$ cat config.mk
export PLATFORM = sky130hd
export DESIGN_NAME = multi_tick_divider
export DESIGN_NICKNAME = d
export VERILOG_FILES = /design/src/rtl/multi_tick_divider.sv
export SDC_FILE = /design/constraint.sdc
export NUM_CORES = 1
export LEC_CHECK = 0
export CORE_AREA = 2 2 196 198
export DETAILED_ROUTE_END_ITERATION = 7
export DIE_AREA = 0 0 198 200
export GPL_TIMING_DRIVEN = 1
export HOLD_SLACK_MARGIN = 0.06
export PLACE_DENSITY = 0.56
export SETUP_SLACK_MARGIN = 0.2
export SLEW_MARGIN = 0
export SYNTH_ARGS = -nofsm -noshare
export SYNTH_HDL_FRONTEND = slang
export SYNTH_SLANG_ARGS = --single-unit
$ cat constraint.sdc
create_clock -name sys_clk -period 4.45 [get_ports sys_clk]
set_input_delay 0.89 -clock sys_clk [delete_from_list [all_inputs] [get_ports sys_clk]]
set_output_delay 0.89 -clock sys_clk [all_outputs]
set_load 0.01 [all_outputs]
$ cat src/rtl/multi_tick_divider.sv
// multi_tick_divider: NUM_CH independent, runtime-programmable clock-enable generators on sys_clk.
// Define SQUARE_OUT_EN to add a 50% duty square wave per channel on sq_out; otherwise sq_out is 0.
module multi_tick_divider #(
  parameter int unsigned NUM_CH  = 4,
  parameter int unsigned CNT_W   = 16,
  parameter int unsigned DEF_DIV = 31250,
  localparam int unsigned CH_W   = (NUM_CH > 1) ? $clog2(NUM_CH) : 1
) (
  input  logic              sys_clk,
  input  logic              reset_n,
  input  logic [NUM_CH-1:0] ch_en,
  input  logic              sync_restart,
  input  logic              cfg_valid,
  input  logic [CH_W-1:0]   cfg_ch,
  input  logic [CNT_W-1:0]  cfg_div,
  output logic              cfg_ready,
  output logic [NUM_CH-1:0] tick,
  output logic [NUM_CH-1:0] sq_out
);

  if (NUM_CH < 1) begin : g_bad_num_ch
    $error("NUM_CH must be at least 1");
  end
  if (longint'(DEF_DIV) >= (longint'(1) << CNT_W)) begin : g_bad_def_div
    $error("DEF_DIV does not fit in CNT_W bits");
  end

  localparam logic [CNT_W-1:0] DEF_DIV_W = CNT_W'(DEF_DIV);

  // Terminal count for a divisor; a divisor of 0 behaves as 1.
  function automatic logic [CNT_W-1:0] last_count(input logic [CNT_W-1:0] div);
    return (div == '0) ? '0 : div - CNT_W'(1);
  endfunction

  logic [CNT_W-1:0]  count_q    [NUM_CH];
  logic [CNT_W-1:0]  count_d    [NUM_CH];
  logic [CNT_W-1:0]  div_act_q  [NUM_CH];
  logic [CNT_W-1:0]  div_act_d  [NUM_CH];
  logic [CNT_W-1:0]  div_pend_q [NUM_CH];
  logic [CNT_W-1:0]  div_pend_d [NUM_CH];
  logic [NUM_CH-1:0] pend_q, pend_d;
  logic [NUM_CH-1:0] tick_q, tick_d;
  logic [NUM_CH-1:0] wrap, wr_acc;

  always_comb begin
    cfg_ready = 1'b1;
    wrap      = '0;
    wr_acc    = '0;
    for (int i = 0; i < NUM_CH; i++) begin
      // ">=" also catches a count left above a freshly shrunk divisor.
      wrap[i]   = ch_en[i] && (count_q[i] >= last_count(div_act_q[i]));
      wr_acc[i] = cfg_valid && !pend_q[i] && (cfg_ch == CH_W'(i));
      if (cfg_ch == CH_W'(i)) cfg_ready = !pend_q[i];
    end
  end

  always_comb begin
    count_d    = count_q;
    div_act_d  = div_act_q;
    div_pend_d = div_pend_q;
    pend_d     = pend_q;
    tick_d     = '0;
    for (int i = 0; i < NUM_CH; i++) begin
      if (sync_restart) begin
        count_d[i] = '0;
        if (pend_q[i]) begin
          div_act_d[i] = div_pend_q[i];
          pend_d[i]    = 1'b0;
        end
      end else begin
        if (ch_en[i]) begin
          if (wrap[i]) begin
            count_d[i] = '0;
            tick_d[i]  = 1'b1;
          end else begin
            count_d[i] = count_q[i] + CNT_W'(1);
          end
        end
        // The wrap above already used the old divisor; the new one takes over afterwards.
        if (pend_q[i] && (wrap[i] || !ch_en[i])) begin
          div_act_d[i] = div_pend_q[i];
          pend_d[i]    = 1'b0;
        end
      end
      // A write can only land on a channel with nothing pending, so it never collides with an apply.
      if (wr_acc[i]) begin
        div_pend_d[i] = cfg_div;
        pend_d[i]     = 1'b1;
      end
    end
  end

  always_ff @(posedge sys_clk) begin
    if (!reset_n) begin
      for (int i = 0; i < NUM_CH; i++) begin
        count_q[i]    <= '0;
        div_act_q[i]  <= DEF_DIV_W;
        div_pend_q[i] <= DEF_DIV_W;
      end
      pend_q <= '0;
      tick_q <= '0;
    end else begin
      count_q    <= count_d;
      div_act_q  <= div_act_d;
      div_pend_q <= div_pend_d;
      pend_q     <= pend_d;
      tick_q     <= tick_d;
    end
  end

  assign tick = tick_q;

`ifdef SQUARE_OUT_EN
  logic [NUM_CH-1:0] sq_q, sq_d;

  always_comb begin
    sq_d = sq_q;
    for (int i = 0; i < NUM_CH; i++) begin
      if (sync_restart) begin
        sq_d[i] = 1'b0;
      end else if (tick_d[i]) begin
        sq_d[i] = !sq_q[i];
      end
    end
  end

  always_ff @(posedge sys_clk) begin
    if (!reset_n) begin
      sq_q <= '0;
    end else begin
      sq_q <= sq_d;
    end
  end

  assign sq_out = sq_q;
`else
  assign sq_out = '0;
`endif

endmodule

**Word-level counts from Yosys, hierarchy flattened**

Cells that the tools add are included.

- Register bits after elaboration: 200
- Latch bits: 0
- Memory bits (writable): 0
- ROM bits: 0
- Input port bits: 26
- Output and inout port bits: 9
- Memories kept: 0

- Add/subtract/negate cells: 8
- Multiply operators: 0
- Divide/modulo/power cells: 0
- $lt $le $gt $ge: 4
- Equality and inequality tests: 7
- Shifts and indexed selects: 0
- Mux-type cells: 40
- Bitwise logic cells: 5
- Reduce and logical (&&, ||, !) cells: 50

Operator list:

| kind | count |
|---|---|
| 2-to-1 mux 16 bit | 20 |
| adder 16 x 1 -> 16 bit, second input constant | 4 |
| greater-or-equal comparator 16 bit | 4 |
| logical NOT 16 bit | 4 |
| subtractor 16 x 1 -> 16 bit, second input constant | 4 |
| 2-to-1 mux 1 bit | 20 |
| logical AND 1 bit | 16 |
| nonzero test 3 bit | 4 |
| OR reduction 3 bit | 4 |
| logical NOT 1 bit | 8 |
| != test 2 x 1 -> 1 bit, second input constant | 4 |
| AND reduction 2 bit | 4 |
| nonzero test 2 bit | 4 |
| NOT 1 bit | 5 |
| equality test 2 bit, second input constant | 2 |
| logical OR 1 bit | 4 |
| equality test 2 x 1 -> 1 bit, second input constant | 1 |
| logical NOT 2 bit | 1 |
| OR reduction 2 bit | 1 |

**Longest topological paths before layout**

Gate-level depths: netlist of run 1.

- Word-level depth: 9
- Gate-level depth with buffers: 14
- Depth with buffers taken out: 13

**Worst setup path before layout of run 1**

No wires, ideal clock.

- Path type: register to register
- Start point: register div_act_q[34] in the netlist's numbering
- End point: register div_act_q[37] in the netlist's numbering
- Library setup time: 72 ps
- Arrival: 3249 ps
- Data required time: 4378 ps
- Path slack: 1129 ps
- Stages on the path, launching flop included: 13
- Buffers on the path: 1
- Period minus slack after synthesis: 3321 ps
- Path through: dfxtp_1 -> or4_4 -> nor4b_1 -> nand2_1 -> xnor2_1 -> nand2_1 -> ha_1 -> nand4_1 -> nor3_2 -> a211oi_2 -> a41oi_4 -> buf_6 -> mux2i_1

- Longest elaborated chain between the ends: 8

RTL lines:

| what | RTL line | text |
|---|---|---|
| from (decl) | 37 | `logic [CNT_W-1:0] div_act_q [NUM_CH];` |
| from (signal assigned) | 104 | `div_act_q <= div_act_d;` |
| subtractor 16 x 1 -> 16 bit / logical NOT 16 bit (equally long branches) | 32 | `return (div == '0) ? '0 : div - CNT_W'(1);` |
| 2-to-1 mux 16 bit * | 32 |  |
| greater-or-equal comparator 16 bit * | 51 | `wrap[i] = ch_en[i] && (count_q[i] >= last_count(div_act_q[i]));` |
| logical AND 1 bit * | 51 |  |
| logical OR 1 bit * | 80 | `if (pend_q[i] && (wrap[i] \|\| !ch_en[i])) begin` |
| logical AND 1 bit * | 80 |  |
| nonzero test 2 bit (no source line) * | -- |  |
| AND reduction 2 bit (no source line) * | -- |  |

Every way passes the cells marked *; elsewhere a longest branch is shown, timed or not.
A chain may end at the register's enable or synchronous reset.

**Worst setup path in the final report of run 1**

- Start point: register div_act_q[40] in the netlist's numbering
- End point: register div_act_q[35] in the netlist's numbering

Same word-level chain as after synthesis.

==> results of run 1 <==
## worst min-delay path, delay by kind of cell, from the launching register on
family	cells	cell delay (ps)
multiplexers	1	50
flip-flops	1	310
AND/OR/NAND/NOR	1	50
## power breakdown
| part | internal (µW) | switching (µW) | total [µW] |
|---|---|---|---|
| Sequential | 1820 | 20.1 | 1840 |
| Clock | 744 | 776 | 1520 |
| Combinational | 88.5 | 136 | 225 |
## routing by layer
layer	GRT usage, %	share of wire, %
met1	17.7	49
met2	22.6	47
met3	2.42	3.3
met4	3.73	1.3
met5	0	0
## final cells by class
cell class	instances	area share, %
Tap cell	511	5.12
Timing Repair Buffer	44	3.32
Inverter	35	1.05
Sequential cell	200	32.0
Clock buffer	18	3.43
Multi-Input combinational cell	1043	54.0
Clock inverter	14	1.04
## cell families (layout without fill, tap and decap cells)
family	after synthesis	count (layout)	share of synthesized area [%]
simple gates	666	666	28.5
flops	200	200	35.9
compound gates	122	122	8.83
xor+xnor	113	113	8.88
buf+inv	96	111	3.68
fa+ha+maj	76	76	8.53
mux	62	62	5.57
other cells	1	4	0.0337
## through the flow
| stage | total power (µW) | utilization, % | area, µm² | setup slack, ps | instances |
|---|---|---|---|---|---|
| 3_3_place_gp | 2100 | 31.8 | 11900 | 671 | 1831 |
| 4_1_cts | 3640 | 33.3 | 12500 | 509 | 1863 |
| 6_report | 3580 | 33.4 | 12500 | 688 | 1865 |
| 3_5_place_dp | 2110 | 31.8 | 11900 | 566 | 1831 |
| 5_1_grt | 3730 | 33.4 | 12500 | 366 | 1865 |
| 2_1_floorplan | 2030 | - | 11200 | 1130 | 1339 |
## worst paths after layout
kind	from	endpoint	slack, ps	cells past startpoint
worst max-delay path	div_act_q[40]$_SDFFE_PN0P_	div_act_q[35]$_SDFFE_PN0P_	690	11
worst min register to register	div_pend_q[58]$_SDFFE_PN0P_	div_act_q[58]$_SDFFE_PN0P_	460	2
worst min-delay path	div_pend_q[58]$_SDFFE_PN0P_	div_act_q[58]$_SDFFE_PN0P_	460	2
worst max register to register	div_act_q[40]$_SDFFE_PN0P_	div_act_q[35]$_SDFFE_PN0P_	690	11
## cells in the mapped netlist, drive strengths merged, types with 6 or more instances
cell	n
a21oi	30
xor2	42
ha	76
xnor2	71
and3	10
buf	18
a31oi	8
clkbuf	43
nand4	22
inv	35
mux2i	62
dfxtp	200
nor3	94
nor4	12
nand3b	8
nor2	40
nand2b	14
nor2b	64
nand3	49
or3	8
or4	6
nand2	322
o21ai	18
a21boi	40
## flip-flops by register name, indices dropped and copies added (netlist names)
register and count:
count_q 64, div_act_q 64, div_pend_q 64, pend_q 4, tick 4
## what timing repair did
action	in CTS	in global routing
endpoints found under the hold margin	0	0
setup endpoints to repair	0	20
buffers inserted	0	2
resized for setup	0	1
==> summary.txt, run 1 <==
Final layout
  – Commonest non-fill, non-tap cell in the layout: nand2_1
  – Highest-count cells in the layout ignoring fill and taps: nand2_1, dfxtp_1, nor3_1, ha_1, xnor2_1
  – Multi-input logic area: approximately 6800 µm²
  – Share of layout cells above drive strength 1: between 5 and 6%
  – Diodes inserted: 0
  – Register Area: ~4000 µm²
  – Layout Nets: approximately 1400
  – Area growth, synth to finish: 12.2%
  – Fillers: 3921

STA
  – Fin crit period: 3760 ps
  – RSZ-0062 raised after global routing: no
  – Max frequency: between 200 and 300 MHz
  – Hold WS: 458 ps
  – Final Skew: approximately 15 ps
  – # setup viols final: 0
  – TNS Setup: 0 ps
  – Worst rel slew slack: a little over a third
  – Max-slew violations: 0
  – Worst-Margin Slew: 967 ps
  – Fin. Hold Viols: 0
  – Fin crit share: 84.5%

Setup path
  – Critical Path RT: between 4000 and 5000 ps
  – Buf/Inv on CP: 1
  – Largest stage delay on the critical path: 580 ps
  – CP max FO: 16
  – Critical path capture point type: flip-flop
  – Crit-path slowest cell: or4_1
  – Crit path max-delay family: simple AND/OR/NAND/NOR gates
  – Ordered list of cells on the worst path: or4_1, nor4_1, nand4b_1, nand2_1, ha_1, nand4_1, nor3_2, a211oi_2, a41oi_4, buf_4, mux2i_1
  – Critical Path AT: roughly 4100 ps
  – CP Launch Type: flip-flop
  – Crit path kind: reg -> reg

Clock network
  – CTS sink cnt: 200
  – Clk slew on worst S/H paths: about 80 ps
  – Hold_buf cts: 0
  – CTS tree: built
  – Root Buffer: clkbuf_16
  – CTS H-tree depth: 4
  – CTS Buffer Depth: 2
  – Clk Latency, worst-skew pair: 450 ps
  – Num CTS Buffers: 17

Detailed routing
  – Post-route ant nets: 0
  – Vias: 8730
  – Vias per inst: ~4.7
  – WL final: 25.4 mm
  – Drt wl/cell: 13.6 µm
  – Drt first-iter violations: roughly 470
  – Pre-antenna DRT Iters: 5
  – DRC Markers: 0

Logic synthesis
  – Sequential-to-total area share from yosys stat: between 30% and 40%
  – Post-synth top flop: dfxtp_1
  – Post-synth EDFFs: 0
  – Synthesized netlist cell count: about 1300
  – Top cells by area, synth: dfxtp_1, nand2_1, ha_1
  – FF+latch count, synth: 200
  – Cell variety after synth: 54
  – Fraction of registers with async set/reset: 0%
  – Avg Cell Area, Syn: approximately 8.3 µm²
  – Synth warn: 0
  – Synth area leader: dfxtp_1
  – Synthesized cell area: 11100 µm²
  – Area share of the largest cell type after synthesis: a little over a third

GRT
  – Overall Global Routing Usage: ~13%
  – Initial antenna violation count: 0
  – Largest net degree at the start of global routing: 66
  – Vias in the first global route: about 8400
  – Global route overflow: 0
  – First-pass GRT wire length: 42.6 mm

Place
  – Final HPWL DP: around 18 mm
  – I/O Buffers: 30
  – Gpl congestion: approximately 0.8

Pwr
  – Leak: around 0.0044 µW
  – Peak supply drop: 0.266 mV
  – Pwr dens: roughly 290 nW/µm²

Floorplan
  – Die area: 39600 µm²
  – Ports: 35
  – Die Ht: ~200 µm
  – Die W: 198 µm
  – Initial Utilization: 29.8%
  – # rows: 71
  – Core ar.: between 30000 and 40000 µm²

Run status
  – Status: finished clean

Flow run
  – Max_cap viols: 0

Min path
  – Hold crit path type: reg -> reg
Note: power is estimated with default switching activity, not from simulation.
==> run 2: changes to the inputs <==
==> constraint.sdc (replaced) <==
create_clock -name sys_clk -period 3.7 [get_ports sys_clk]
set_input_delay 0.74 -clock sys_clk [delete_from_list [all_inputs] [get_ports sys_clk]]
set_output_delay 0.74 -clock sys_clk [all_outputs]
set_load 0.01 [all_outputs]
==> summary.txt, run 2 (synthesis results as in run 1) <==
GRT
  – Largest net degree at the start of global routing: 82 (+24%)
  – First-pass GRT wire length: 42.5 mm (-0.27%)
  – Vias in the first global route: 8387 (-0.18%)
  – Initial antenna violation count: 0 (unchanged)
  – Overall Global Routing Usage: 13.4% (-0.076 points)
  – Global route overflow: 0 (unchanged)

STA
  – Hold WS: 459 ps (+1.10 ps)
  – Worst-Margin Slew: 769 ps (-198 ps)
  – Setup WS post-layout: 348 ps (-340 ps)
  – Fin. Hold Viols: 0 (unchanged)
  – Worst rel slew slack: 48.6% (+13 points)
  – TNS Setup: 0 ps (unchanged)
  – # setup viols final: 0 (unchanged)
  – Max frequency: 298 MHz (+12%)
  – Final Skew: 10.6 ps (-4.13 ps)
  – Fin crit share: 90.6% (+6.1 points)
  – Fin crit period: 3350 ps (-410 ps)
  – Max-slew violations: 0 (unchanged)
  – RSZ-0062 raised after global routing: no

Floorplan
  – Die area: 39600 µm² (unchanged)
  – # rows: 71 (unchanged)
  – Core ar.: 37400 µm² (unchanged)
  – Ports: 35 (unchanged)
  – Initial Utilization: 29.8% (unchanged)
  – Die W: 198 µm (unchanged)
  – Die Ht: 200 µm (unchanged)

Place
  – Gpl congestion: 0.758 (-4.3%)
  – Placed cells: 1841 (+0.55%)
  – Final HPWL DP: 18.5 mm (+1.1%)
  – Pre-CTS WS: 96.6 ps (-469 ps)
  – I/O Buffers: 30 (unchanged)

Setup path
  – Crit path kind: reg -> reg
  – Setup slack, reg-to-reg: 350 ps (-340 ps)
  – Critical path capture point type: flip-flop
  – Critical Path RT: 4080 ps (-740 ps)
  – Critical Path AT: 3730 ps (-400 ps)
  – CP max FO: 8 (-8)
  – CP Launch Type: flip-flop

Final layout
  – Fillers: 3936 (+0.38%)
  – Share of layout cells above drive strength 1: 6.87% (+1.6 points)
  – Commonest non-fill, non-tap cell in the layout: nand2_1
  – Layout Nets: 1457 (+0.97%)
  – Highest-count cells in the layout ignoring fill and taps: nand2_1, dfxtp_1, nor3_1, ha_1, xnor2_1
  – Area growth, synth to finish: 15.4%
  – Diodes inserted: 0 (unchanged)
  – Final cell count without fillers: 1879 (+0.75%)
  – Largest regs: count_q: 64 flops, div_act_q: 64 flops, div_pend_q: 64 flops

Clock network
  – Clk slew on worst S/H paths: 90 ps (about the same)
  – CTS sink cnt: 200 (unchanged)
  – Num CTS Buffers: 17 (unchanged)
  – CTS H-tree depth: 4 (unchanged)
  – CTS Buffer Depth: 2 (unchanged)
  – CTS tree: built
  – Root Buffer: clkbuf_16
  – Clk Latency, worst-skew pair: 450 ps (about the same)

Detailed routing
  – WL final: 25.9 mm (+1.9%)
  – Vias: 8738 (+0.092%)
  – Pre-antenna DRT Iters: 5 (unchanged)
  – Vias per inst: 4.65 (-0.65%)
  – Post-route ant nets: 0 (unchanged)
  – Drt wl/cell: 13.8 µm (+1.1%)
  – DRC Markers: 0 (unchanged)
  – Drt first-iter violations: 453 (-3.4%)

Pwr
  – Leak: 0.00460 µW (+3.6%)
  – Peak supply drop: 0.334 mV (+26%)
  – Pwr dens: 348 nW/µm² (+21%)
  – Pwr Total: 4470 µW (+25%)

Flow run
  – Max_cap viols: 0 (unchanged)

Run status
  – Status: finished clean

Min path
  – Hold crit path type: reg -> reg
[run 2: cell count changes in the layout (fill, tap and decap cells not counted), sizes merged]
cell and change:
buf +13, clkinv +1, clkinvlp +1, inv -1
[run 2: repair_timing]
action	in CTS	in global routing
hold buffers	0	0
cloned	0	1
setup buffers	0	5
gates resized for setup	3	16
endpoints found under the setup margin	43	125
pin swaps	0	6
[run 2: worst paths after layout]
check | endpoint | cells after the start | start
worst max-delay path | div_act_q[39]$_SDFFE_PN0P_ | 13 | div_act_q[34]$_SDFFE_PN0P_
worst min-delay path | div_act_q[18]$_SDFFE_PN0P_ | 2 | div_pend_q[18]$_SDFFE_PN0P_
worst min register to register | div_act_q[18]$_SDFFE_PN0P_ | 2 | div_pend_q[18]$_SDFFE_PN0P_
worst max register to register | div_act_q[39]$_SDFFE_PN0P_ | 13 | div_act_q[34]$_SDFFE_PN0P_
[run 2: layout make-up]
type                    instances  area, µm²  share of cell area [%]
clock buffers                  17        425                    3.31
clock inverters                15        205                    1.60
inverters                      35        131                    1.02
multi-input cells            1043       6880                    53.5
flip-flops and latches        200       4010                    31.1
well taps                     511        639                    4.97
repair buffers                 58        576                    4.48
[run 2: metal layers]
layer,vias up,global-route usage (%),part of all wire (%)
li1,4575,-,-
met1,4071,17.7,50
met2,80,22.6,47
met3,12,2.20,2.5
met4,0,3.29,0.84
met5,-,0,0
[run 2: power breakdown]
part           internal (µW)  leakage (µW)  switching (µW)  total [µW]
Clock                    943      0.000300            1040        1980
Combinational            111       0.00268             168         279
Sequential              2190       0.00162            24.6        2210
[run 2: per-stage QoR]
step	instance area [µm²]	utilization [%]
after detailed placement	12000	32.2
after CTS	12700	33.9
final	12900	34.4
after global routing	12900	34.4
after global placement	12000	32.2
after floorplan	11200	-
[run 2: critical path: stages (launching register included)]
cell	delay, ps
dfxtp_2	350
or4_4	590
nor4b_4	290
nand2_1	110
xnor2_1	160
nand2_1	70
ha_1	300
nand4_1	190
nor3_4	280
a211oi_2	90
buf_4	160
a41oi_4	290
clkbuf_16	230
mux2i_1	180
==> run 3: changes to the inputs <==
--- a/config.mk
+++ b/config.mk
@@ -9,7 +9,7 @@
 export DETAILED_ROUTE_END_ITERATION = 7
 export DIE_AREA = 0 0 198 200
 export GPL_TIMING_DRIVEN = 1
-export HOLD_SLACK_MARGIN = 0.06
+export HOLD_SLACK_MARGIN = 0.12
 export PLACE_DENSITY = 0.56
 export SETUP_SLACK_MARGIN = 0.2
 export SLEW_MARGIN = 0
==> constraint.sdc (replaced) <==
create_clock -name sys_clk -period 3.7 [get_ports sys_clk]
set_input_delay 0.925 -clock sys_clk [delete_from_list [all_inputs] [get_ports sys_clk]]
set_output_delay 0.925 -clock sys_clk [all_outputs]
set_load 0.01 [all_outputs]
==> summary.txt, run 3 (synthesis results as in run 1) <==
Clock network
  – Num CTS Buffers: 17 (unchanged)
  – Clk Latency, worst-skew pair: 450 ps (about the same)
  – Root Buffer: clkbuf_16
  – Clk slew on worst S/H paths: 80 ps (about the same)
  – CTS tree: built
  – CTS Buffer Depth: 2 (unchanged)
  – Hold_buf cts: 0 (unchanged)
  – CTS sink cnt: 200 (unchanged)
  – CTS H-tree depth: 4 (unchanged)

Detailed routing
  – Drt wl/cell: 13.8 µm (+0.21%)
  – DRC Markers: 0 (unchanged)
  – Drt first-iter violations: 445 (-1.8%)
  – Vias: 8783 (+0.51%)
  – Post-route ant nets: 0 (unchanged)
  – Vias per inst: 4.64 (-0.12%)
  – WL final: 26.1 mm (+0.85%)
  – Pre-antenna DRT Iters: 4 (-1)

STA
  – Max frequency: 288 MHz (-3.4%)
  – Fin crit share: 93.7% (+3.2 points)
  – Worst-Margin Slew: 775 ps (+6.33 ps)
  – TNS Setup: 0 ps (unchanged)
  – RSZ-0062 raised after global routing: yes
  – Final Skew: 6.98 ps (-3.66 ps)
  – Fin crit period: 3470 ps (+117 ps)
  – Max-slew violations: 0 (unchanged)
  – # setup viols final: 0 (unchanged)
  – Fin. Hold Viols: 0 (unchanged)
  – Worst rel slew slack: 48.2% (-0.42 points)

Floorplan
  – # rows: 71 (unchanged)
  – Die Ht: 200 µm (unchanged)
  – Core ar.: 37400 µm² (unchanged)
  – Ports: 35 (unchanged)
  – Die W: 198 µm (unchanged)
  – Die area: 39600 µm² (unchanged)
  – Initial Utilization: 29.8% (unchanged)

Setup path
  – Crit-path slowest cell: or4_4
  – Buf/Inv on CP: 2 (unchanged)
  – Critical path origin: div_act_q[34]$_SDFFE_PN0P_
  – Critical Path AT: 3850 ps (+120 ps)
  – Critical path capture point type: flip-flop
  – CP Launch Type: flip-flop
  – CP max FO: 8 (unchanged)
  – Largest stage delay on the critical path: 580 ps (about the same)
  – Critical Path RT: 4080 ps (about the same)
  – Ordered list of cells on the worst path: or4_4, or4_4, nor3_4, xor2_1, nand2_1, ha_4, nand2_4, nor3_4, buf_6, o311ai_4, a41oi_4, clkbuf_16, mux2i_1
  – RR Startpoint: div_act_q[34]$_SDFFE_PN0P_
  – R2r worst-path depth: 13 (unchanged)
  – Crit path kind: reg -> reg
  – R2R Path End: div_act_q[47]$_SDFFE_PN0P_
  – Setup slack, reg-to-reg: 230 ps (-120 ps)
  – Critical Path End: div_act_q[47]$_SDFFE_PN0P_
  – CP Depth: 13 (unchanged)
  – Crit path max-delay family: simple AND/OR/NAND/NOR gates

Final layout
  – Commonest non-fill, non-tap cell in the layout: nand2_1
  – Register Area: 4010 µm² (about the same)
  – Multi-input logic area: 6860 µm² (-0.20%)
  – Largest regs: count_q: 64 flops, div_act_q: 64 flops, div_pend_q: 64 flops
  – Highest-count cells in the layout ignoring fill and taps: nand2_1, dfxtp_1, nor3_1, ha_1, xnor2_1
  – Diodes inserted: 0 (unchanged)
  – Share of layout cells above drive strength 1: 7.97% (+1.1 points)
  – Layout Nets: 1469 (+0.82%)
  – Area growth, synth to finish: 15.8%
  – Fillers: 3934 (-0.051%)

Pwr
  – Pwr Total: 4390 µW (-1.8%)
  – Clk pwr share: 43.2% (-1.1 points)
  – Pwr dens: 341 nW/µm² (-2.1%)
  – Leak: 0.00463 µW (+0.67%)
  – Peak supply drop: 0.325 mV (-2.6%)
  – Seq pwr share: 50.3% (+0.9 points)
  – Switching power: 1130 µW (-7.9%)
  – Internal Power: 3260 µW (+0.58%)
  – Sw frac: 25.8% (-1.7 points)
  – Combinational share of power: 6.4% (+0.2 points)

Min path
  – Hold crit path type: reg -> reg

Place
  – Final HPWL DP: 18.9 mm (+2.0%)
  – I/O Buffers: 30 (unchanged)
  – Gpl congestion: 0.795 (+4.8%)

GRT
  – First-pass GRT wire length: 43.0 mm (+1.2%)
  – Global route overflow: 0 (unchanged)
  – Overall Global Routing Usage: 13.6% (+0.23 points)
  – Largest net degree at the start of global routing: 70 (-15%)
  – Vias in the first global route: 8545 (+1.9%)
  – Initial antenna violation count: 0 (unchanged)

Run status
  – Status: finished clean

Flow run
  – Max_cap viols: 0 (unchanged)
[run 3: cell count changes in the layout (fill, tap and decap cells not counted), sizes merged]
cell / delta
buf: +12
clkinvlp: +2
bufinv: +1
clkinv: -3
[run 3: cell type report]
type,instances,share of cell area (%)
clock buffer,17,3.30
inverter,35,1.02
sequential,200,31.1
clock inverter,15,1.24
multi-input combinational,1043,53.2
timing repair buffer,70,5.25
tap,511,4.95
[run 3: power groups by stage]
| stage | registers, µW | logic [µW] | clock network, µW |
|---|---|---|---|
| final | 2210 | 283 | 1900 |
| after floorplan | 2260 | 182 | 0 |
| after global placement | 2260 | 279 | 0 |
| after detailed placement | 2260 | 283 | 0 |
| after global routing | 2220 | 316 | 2040 |
| after CTS | 2210 | 284 | 1970 |
[run 3: worst register-to-register path: cells and delay by family (launching register included)]
kind | cells | cell delay [ps]
simple gates | 6 | 1600
flops | 1 | 360
compound gates | 2 | 400
xor+xnor | 1 | 190
mux | 1 | 180
buf+inv | 2 | 370
fa+ha+maj | 1 | 310
[run 3: through the flow]
stage	hold WS, ps	setup WS [ps]	util, %	area [µm²]	instances
final	460	231	34.5	12900	1891
after global routing	471	129	34.5	12900	1891
after CTS	464	220	33.9	12700	1878
after detailed placement	453	124	32.3	12100	1846
after global placement	445	155	32.3	12100	1846
after floorplan	438	379	-	11200	1339
[run 3: repair_timing]
action	in CTS	in global routing
setup buffers	0	11
endpoints found under the setup margin	16	129
resized for setup	1	25
pin swaps	0	9
hold endpoints to repair	0	0
gates cloned	0	2
[run 3: worst min-delay path by stage]
stage                           startpoint                    endpoint  cells after the start
6_report       div_pend_q[50]$_SDFFE_PN0P_  div_act_q[50]$_SDFFE_PN0P_                      2
5_1_grt        div_pend_q[24]$_SDFFE_PN0P_  div_act_q[24]$_SDFFE_PN0P_                      2
4_1_cts        div_pend_q[50]$_SDFFE_PN0P_  div_act_q[50]$_SDFFE_PN0P_                      2
3_5_place_dp   div_pend_q[48]$_SDFFE_PN0P_  div_act_q[48]$_SDFFE_PN0P_                      2
3_3_place_gp   div_pend_q[58]$_SDFFE_PN0P_  div_act_q[58]$_SDFFE_PN0P_                      2
2_1_floorplan   div_pend_q[7]$_SDFFE_PN0P_   div_act_q[7]$_SDFFE_PN0P_                      2
[run 3: layer usage]
metal  track usage (%)  up-vias  part of all wire, %
li1                  -     4617                    -
met1              18.3     4075                   50
met2              22.7       74                   46
met3              1.78       17                  2.1
met4              4.04        0                  1.4
met5                 0        -                    0
